<file path="src/rtl/serial_config_scheduler.sv">
// Sequences the TDC serial configuration shifter: arbitrates host requests against a
// periodic SEU-test reprogram, latches the image, starts the shifter and waits for done.
module serial_config_scheduler #(
    parameter int unsigned NREG            = 13,
    parameter int unsigned PRESCALE_W      = 26,
    parameter int unsigned TIMEOUT         = 4096,
    // Reset value of the programming counter (normally zero)
    parameter logic [15:0] PROG_COUNT_INIT = 16'h0000
) (
    input  logic              clkin,
    input  logic              rst_n,
    input  logic              host_req,
    input  logic              auto_en,
    input  logic              err_clr,
    input  logic [8*NREG-1:0] cfg_host,
    input  logic [8*NREG-1:0] cfg_s0,
    input  logic [8*NREG-1:0] cfg_s1,
    input  logic              shift_done,
    output logic              shift_start,
    output logic [8*NREG-1:0] cfg_out,
    output logic [1:0]        cfg_sel,
    output logic              busy,
    output logic              done_pulse,
    output logic [15:0]       prog_count,
    output logic              timeout_err,
    output logic              overrun
);

    localparam int unsigned   TW         = $clog2(TIMEOUT);
    localparam logic [TW-1:0] TIMER_LAST = TW'(TIMEOUT - 1);
    localparam logic [15:0]   COUNT_MAX  = 16'hFFFF;

    typedef enum logic [2:0] {
        S_IDLE,
        S_LATCH,
        S_START,
        S_WAIT,
        S_DONE
    } state_t;

    state_t                state_q, state_d;
    logic                  host_req_q;
    logic                  host_pend_q, host_pend_d;
    logic                  auto_pend_q, auto_pend_d;
    logic                  alt_q, alt_d;
    logic [PRESCALE_W-1:0] presc_q, presc_d;
    logic [TW-1:0]         timer_q, timer_d;
    logic [8*NREG-1:0]     cfg_out_q, cfg_out_d;
    logic [1:0]            cfg_sel_q, cfg_sel_d;
    logic                  shift_start_q, shift_start_d;
    logic                  busy_q, busy_d;
    logic                  done_pulse_q, done_pulse_d;
    logic [15:0]           prog_count_q, prog_count_d;
    logic                  timeout_err_q, timeout_err_d;
    logic                  overrun_q, overrun_d;

    logic                  host_edge;
    logic                  tick;
    logic                  host_take;
    logic                  auto_take;
    logic                  timeout_hit;

    always_comb begin
        host_edge = host_req & ~host_req_q;
        tick      = auto_en & (presc_q == '1);
        presc_d   = auto_en ? presc_q + PRESCALE_W'(1) : '0;
    end

    always_ff @(posedge clkin or negedge rst_n) begin
        if (!rst_n) begin
            state_q       <= S_IDLE;
            host_req_q    <= 1'b0;
            host_pend_q   <= 1'b0;
            auto_pend_q   <= 1'b0;
            alt_q         <= 1'b0;
            presc_q       <= '0;
            timer_q       <= '0;
            cfg_out_q     <= '0;
            cfg_sel_q     <= 2'd0;
            shift_start_q <= 1'b0;
            busy_q        <= 1'b0;
            done_pulse_q  <= 1'b0;
            prog_count_q  <= PROG_COUNT_INIT;
            timeout_err_q <= 1'b0;
            overrun_q     <= 1'b0;
        end else begin
            state_q       <= state_d;
            host_req_q    <= host_req;
            host_pend_q   <= host_pend_d;
            auto_pend_q   <= auto_pend_d;
            alt_q         <= alt_d;
            presc_q       <= presc_d;
            timer_q       <= timer_d;
            cfg_out_q     <= cfg_out_d;
            cfg_sel_q     <= cfg_sel_d;
            shift_start_q <= shift_start_d;
            busy_q        <= busy_d;
            done_pulse_q  <= done_pulse_d;
            prog_count_q  <= prog_count_d;
            timeout_err_q <= timeout_err_d;
            overrun_q     <= overrun_d;
        end
    end

    // Sequencer: host wins arbitration; images are captured only on leaving IDLE
    always_comb begin
        state_d      = state_q;
        host_take    = 1'b0;
        auto_take    = 1'b0;
        timeout_hit  = 1'b0;
        alt_d        = alt_q;
        timer_d      = timer_q;
        cfg_out_d    = cfg_out_q;
        cfg_sel_d    = cfg_sel_q;
        prog_count_d = prog_count_q;

        case (state_q)
            S_IDLE: begin
                if (host_pend_q) begin
                    host_take = 1'b1;
                    cfg_out_d = cfg_host;
                    cfg_sel_d = 2'd0;
                    state_d   = S_LATCH;
                end else if (auto_pend_q) begin
                    auto_take = 1'b1;
                    cfg_out_d = alt_q ? cfg_s1 : cfg_s0;
                    cfg_sel_d = alt_q ? 2'd2 : 2'd1;
                    alt_d     = ~alt_q;
                    state_d   = S_LATCH;
                end
            end
            S_LATCH: state_d = S_START;
            S_START: begin
                timer_d = '0;
                state_d = S_WAIT;
            end
            S_WAIT: begin
                if (shift_done) begin
                    if (prog_count_q != COUNT_MAX) begin
                        prog_count_d = prog_count_q + 16'd1;
                    end
                    state_d = S_DONE;
                end else if (timer_q == TIMER_LAST) begin
                    timeout_hit = 1'b1;
                    state_d     = S_DONE;
                end else begin
                    timer_d = timer_q + TW'(1);
                end
            end
            S_DONE:  state_d = S_IDLE;
            default: state_d = S_IDLE;
        endcase

        busy_d        = (state_d != S_IDLE);
        shift_start_d = (state_d == S_START);
        done_pulse_d  = (state_d == S_DONE);
    end

    // A new event beats a same-cycle clear, so nothing is lost in the handoff
    always_comb begin
        host_pend_d   = host_edge | (host_pend_q & ~host_take);
        auto_pend_d   = tick | (auto_pend_q & ~auto_take);
        overrun_d     = (host_edge & host_pend_q) | (tick & auto_pend_q) | (overrun_q & ~err_clr);
        timeout_err_d = timeout_hit | (timeout_err_q & ~err_clr);
    end

    assign shift_start = shift_start_q;
    assign cfg_out     = cfg_out_q;
    assign cfg_sel     = cfg_sel_q;
    assign busy        = busy_q;
    assign done_pulse  = done_pulse_q;
    assign prog_count  = prog_count_q;
    assign timeout_err = timeout_err_q;
    assign overrun     = overrun_q;

endmodule

</file>
<file path="config.mk">
export PLATFORM = sky130hd
export DESIGN_NAME = serial_config_scheduler
export DESIGN_NICKNAME = d
export VERILOG_FILES = /design/src/rtl/serial_config_scheduler.sv
export SDC_FILE = /design/constraint.sdc
export NUM_CORES = 1
export LEC_CHECK = 0
export BUFFER_PORTS_ARGS = -buffer_cell sky130_fd_sc_hd__buf_2
export CORE_AREA = 2 2 173 175
export CTS_BUF_LIST = sky130_fd_sc_hd__clkbuf_2
export DETAILED_ROUTE_END_ITERATION = 12
export DIE_AREA = 0 0 175 177
export MAX_ROUTING_LAYER = met4
export PLACE_DENSITY = 0.59
export SLEW_MARGIN = 20
export SYNTH_ARGS = -nofsm -noshare
export SYNTH_HDL_FRONTEND = slang
export SYNTH_SLANG_ARGS = --single-unit
</file>
<file path="constraint.sdc">
create_clock -name clkin -period 2.4 [get_ports clkin]
set_clock_uncertainty 0.2 [all_clocks]
set_input_delay 0.48 -clock clkin [delete_from_list [all_inputs] [get_ports clkin]]
set_output_delay 0.48 -clock clkin [all_outputs]
set_load 0.01 [all_outputs]
</file>
== Word level (Yosys, flattened, before mapping) ==
Index checks and enable logic that the tools add are counted.

* Register bits: 172
* Input bits: 318
* Output and inout bits: 127
* Logic and storage cells: 78

* Add/sub/neg operators: 3
* Equal/unequal tests: 10
* Mux-type cells: 23
* Bitwise operators: 19
* Reductions and logical operators: 8

{| class="wikitable"
|+ Operator list
! kind !! count
|-
| $mux W104 || 3
|-
| $add A26 B1 Y26 const B || 1
|-
| $eq A26 B26 Y1 const B || 1
|-
| $mux W26 || 1
|-
| $mux W12 || 2
|-
| $pmux W12 S2 || 1
|-
| $add A16 B1 Y16 const B || 1
|-
| $ne A16 B16 Y1 const B || 1
|-
| $add A12 B1 Y12 const B || 1
|-
| $eq A12 B12 Y1 const B || 1
|-
| $mux W3 || 4
|-
| $pmux W3 S4 || 1
|-
| $eq A3 B2 Y1 const B || 3
|-
| $reduce_and A3 Y1 || 3
|-
| $and A1 B1 Y1 || 8
|-
| $mux W1 || 8
|-
| $mux W2 || 3
|-
| $not A1 Y1 || 6
|-
| $or A1 B1 Y1 || 5
|-
| $ne A2 B2 Y1 const B || 2
|-
| $reduce_bool A2 Y1 || 2
|-
| $eq A3 B1 Y1 const B || 1
|-
| $eq A3 B3 Y1 const B || 1
|-
| $logic_not A3 Y1 || 1
|-
| other kinds (2) || 2
|}

== Logic depth before layout (Yosys ltp) ==
* Depth after elaboration: 6
* Depth in mapped cells: 8
* Depth with buffers taken out: 5

== Worst setup path before layout ==
No wires, ideal clock.

* Path kind: flip-flop to flip-flop
* Start point: register prog_count_q[4], in the netlist prog_count[4]
* End point: register prog_count_q[1], in the netlist prog_count[1]
* Data arrival time: 1.609 ns
* Data required time: 2.075 ns
* Path slack: 0.466 ns
* Stages on the path, launching flop included: 6
* Path buffers: 1
* Path through: dfrtp_1 -> and3_1 -> and3_1 -> clkbuf_1 -> a41oi_1 -> mux2_2

* Word-level cells in the longest chain between the ends: 2

{| class="wikitable"
|+ RTL lines
! item !! line !! RTL
|-
| start, declared || 53 || <nowiki>logic [15:0] prog_count_q, prog_count_d;</nowiki>
|-
| start signal, assigned || 99 || <nowiki>prog_count_q <= prog_count_d;</nowiki>
|-
| $ne A16 B16 Y1 || 139 || <nowiki>if (prog_count_q != COUNT_MAX) begin</nowiki>
|-
| $reduce_and A3 Y1 (no source line) || -- ||
|}

Every way passes these cells.
A chain may end at the register's enable or synchronous reset.

== Worst setup path in the final report ==
* Start point: register alt_q
* End point: register cfg_out_q[59], in the netlist cfg_out[59]

* Word-level cells in the longest chain between the ends: 3

{| class="wikitable"
|+ RTL lines
! item !! line !! RTL
|-
| start, declared || 45 || <nowiki>logic alt_q, alt_d;</nowiki>
|-
| start signal, assigned || 91 || <nowiki>alt_q <= alt_d;</nowiki>
|-
| $mux W104 || 126 || <nowiki>cfg_out_d = alt_q ? cfg_s1 : cfg_s0;</nowiki>
|-
| $mux W104 || 124 || <nowiki>end else if (auto_pend_q) begin</nowiki>
|-
| $mux W104 || 119 || <nowiki>if (host_pend_q) begin</nowiki>
|-
| end signal, assigned || 94 || <nowiki>cfg_out_q <= cfg_out_d;</nowiki>
|-
| end, declared || 48 || <nowiki>logic [8*NREG-1:0] cfg_out_q, cfg_out_d;</nowiki>
|}

Every way passes these cells. The select of a mux whose other input is x is not followed.

==> results.ini <==
[run_status]
status=completed

[critical_path]
crit_type=reg -> reg
worstPathMaxFanout=18
reg2reg_depth=7
cp-start-kind=flop
required_ns=2.78
regToRegEndpoint=cfg_out[59]
r2r-start=alt_q
r2r_slack_ns=0.11
crit_arrival_ns=2.67
end_kind=flop

[routing]
ant_nets=0
drtIter0Drc=627
firstDrtPassIters=5
wire_per_inst_um=17.12
viasPerCell=4.894
drc=0
routed_wl_um=36210
num_vias=10350

[power]
total_leakage_power_uw=0.007219
p_per_area_nw_per_um2=942.4
finalPower_uw=13990
ir_worst_vdd_mv=0.5092

[timing]
rsz0062_at_grt=false
fin_crit_ns=2.294
setup_viol=0
timing.final.crit_share=0.9557
drv_slew=0
fmax_ghz=0.4360
tightest_slew_ns=0.6979
max_slew_margin=0.5342
fin_tns_setup_ns=0
finalHoldViolations=0

[yosys]
async_flop_share=1.000
seq_area_frac_synth=0.4729
synthesis.area_um2=9101
synth_edf_count=0
synth_top_cell_area_share=0.4729
synth_common_cells=172 x dfrtp_1, 129 x nor2_1, 125 x nand2_1
synth_area_leaders=dfrtp_1 47%, mux2i_1 12%, a21oi_1 6.6%, o21ai_0 6.4%, nor2_1 5.3%
syn_area_per_cell_um2=8.897
yosysMostFrequentCell=dfrtp_1
synth_ff_type=dfrtp_1
ys_warn_count=0
synth_cells=1023
synth.distinct_cells=52
synth_nets=1344
ys_seq_elements=172
yosys.area.top_type=dfrtp_1

[cts]
clock_latency_ns=0.73
clkTransAtPathRegs_ns=0.25
cts_buffers=17
htreeDepth=4
clockBufferDepth=2
clock-sinks=172
clockRootBuffer=clkbuf_2
cts_tree=done

[layout]
final-seq-area_um2=4312
final_area_um2=14850
multi_input_area_um2=4459
num-fill-cells=2643
area_delta_synth_final_pct=63.17
drive_gt1_frac=0.3029
nets=2026

[grt]
grt.overflow.total=0
busiest_layer=met2
grt_pass1_wl_um=52580
grtUsageMet3=0.05627
antenna_found_initial=7
grt_util_met2=0.3580
grt_pass1_vias=10130
grt_util_all_layers=0.2219
grt_max_degree=122
met1_usage=0.2591

[job]
maxCapViolCount=0

[die]
ioPinCount=445
die_h_um=177
die_w_um=175
rows=63
die_area_um2=30980
floorplan.initialDensity=0.3112
core-area_um2=29240

[min_path]
hp-class=in -> reg
hp-start=cfg_s1[89]
hold_depth=5
holdPathEnd=cfg_out[89]

[placed_design]
dpl.hpwl_um=23430
io_buffers=444
place_congestion=0.8345
place_area_um2=11830

-- final cells by class --
type / instances / area share
flip-flops and latches: 172 / 0.2903
diodes: 8 / 0.001348
multi-input cells: 769 / 0.3003
clock buffers: 18 / 0.006066
repair buffers: 736 / 0.3562
well taps: 390 / 0.03286
clock inverters: 13 / 0.01062
inverters: 9 / 0.002275
-- metal layers --
metal | wire [µm] | part of all wire
met3 | 2562 | 0.071
met1 | 14950 | 0.41
met4 | 1340 | 0.037
met2 | 17350 | 0.48
met5 | 0 | 0
-- worst max-delay path, stage by stage (launching register included) --
cell	delay (ns)
dfrtp_4	0.60
buf_4	0.17
clkbuf_16	0.20
mux2i_1	0.17
nor2_1	0.06
a21oi_1	0.11
dlygate4sd3_1	0.56
o21ai_0	0.08
-- how the worst max path moves through the flow --
stage | startpoint | end | slack, ns | depth (start not counted)
after floorplan | prog_count[4] | prog_count[1] | 0.47 | 5
after global placement | shift_done | timer_q[7] | 0.35 | 4
after detailed placement | state_q[0] | cfg_out[6] | 0.27 | 4
after CTS | alt_q | cfg_out[69] | 0.03 | 7
after global routing | presc_q[9] | presc_q[19] | 0.0002 | 4
final | alt_q | cfg_out[59] | 0.11 | 7
-- power breakdown --
group	internal, µW	switching [µW]	total [µW]
logic	3560	4300	7850
clock network	510	1120	1630
registers	3900	611	4510
total	7970	6030	14000
-- cells in the final DEF (no fill, tap or decap), types with 3 or more instances in the layout --
cell type | netlist | layout
a21oi_1 | 120 | 120
a31oi_1 | 3 | 3
and2_1 | 3 | 3
and3_1 | 12 | 12
and4_1 | 4 | 4
buf_12 | 0 | 10
buf_2 | 24 | 443
buf_4 | 1 | 17
clkbuf_16 | 0 | 3
clkbuf_2 | 0 | 18
dfrtp_1 | 172 | 170
diode_2 | 0 | 8
dlygate4sd3_1 | 0 | 259
ha_1 | 3 | 3
inv_1 | 9 | 9
inv_6 | 0 | 3
inv_8 | 0 | 3
mux2i_1 | 108 | 108
nand2_1 | 125 | 125
nand3_1 | 25 | 25
nand4_1 | 10 | 10
nor2_1 | 129 | 129
nor2b_1 | 4 | 4
nor3_1 | 9 | 9
nor3b_1 | 3 | 3
nor4_1 | 4 | 4
o211ai_1 | 5 | 5
o21a_1 | 3 | 3
o21ai_0 | 117 | 117
o31ai_1 | 11 | 11
or3_1 | 7 | 7
or4_1 | 11 | 11
xnor2_1 | 20 | 20
xor2_1 | 7 | 7
-- metrics by stage --
step | setup WS (ns) | instances | utilization | hold slack (ns)
6_report | 0.1063 | 2115 | 0.5078 | 0.09580
5_1_grt | 0.0002289 | 2114 | 0.5077 | 0.06821
4_1_cts | 0.02896 | 2100 | 0.5025 | 0.05780
3_5_place_dp | 0.2741 | 1808 | 0.4044 | 0.2159
3_3_place_gp | 0.3489 | 1808 | 0.4044 | 0.2139
2_1_floorplan | 0.4665 | 1023 | - | -0.01559
-- state kept, by name (all words and copies together), names as in the netlist --
signal / count
prog_count: 16
timeout_err: 1
alt_q: 1
host_req_q: 1
shift_start: 1
auto_pend_q: 1
cfg_out: 104
state_q: 3
presc_q: 26
overrun: 1
timer_q: 12
host_pend_q: 1
done_pulse: 1
busy: 1
cfg_sel: 2
-- cells by family (layout without fill, tap and decap cells) --
logic type / after synthesis / in the layout / synth area share
muxes: 110 / 110 / 0.1213
buffers and inverters: 82 / 776 / 0.03836
adders and majority gates: 3 / 3 / 0.004125
DFF: 172 / 172 / 0.4729
and+or+nand+nor: 357 / 357 / 0.1772
xor gates and xnor gates: 27 / 27 / 0.02598
AOI/OAI and AO/OA: 272 / 272 / 0.1602
other: 0 / 8 / 0
-- repair_timing --
action / 4_1_cts / 5_1_grt
resized for setup: 0 / 3
setup buffers: 0 / 5
endpoints found under the hold margin: 286 / 0
endpoints found under the setup margin: 0 / 41
hold buffers: 261 / 0
No activity file was read; power rests on OpenSTA's default activity.
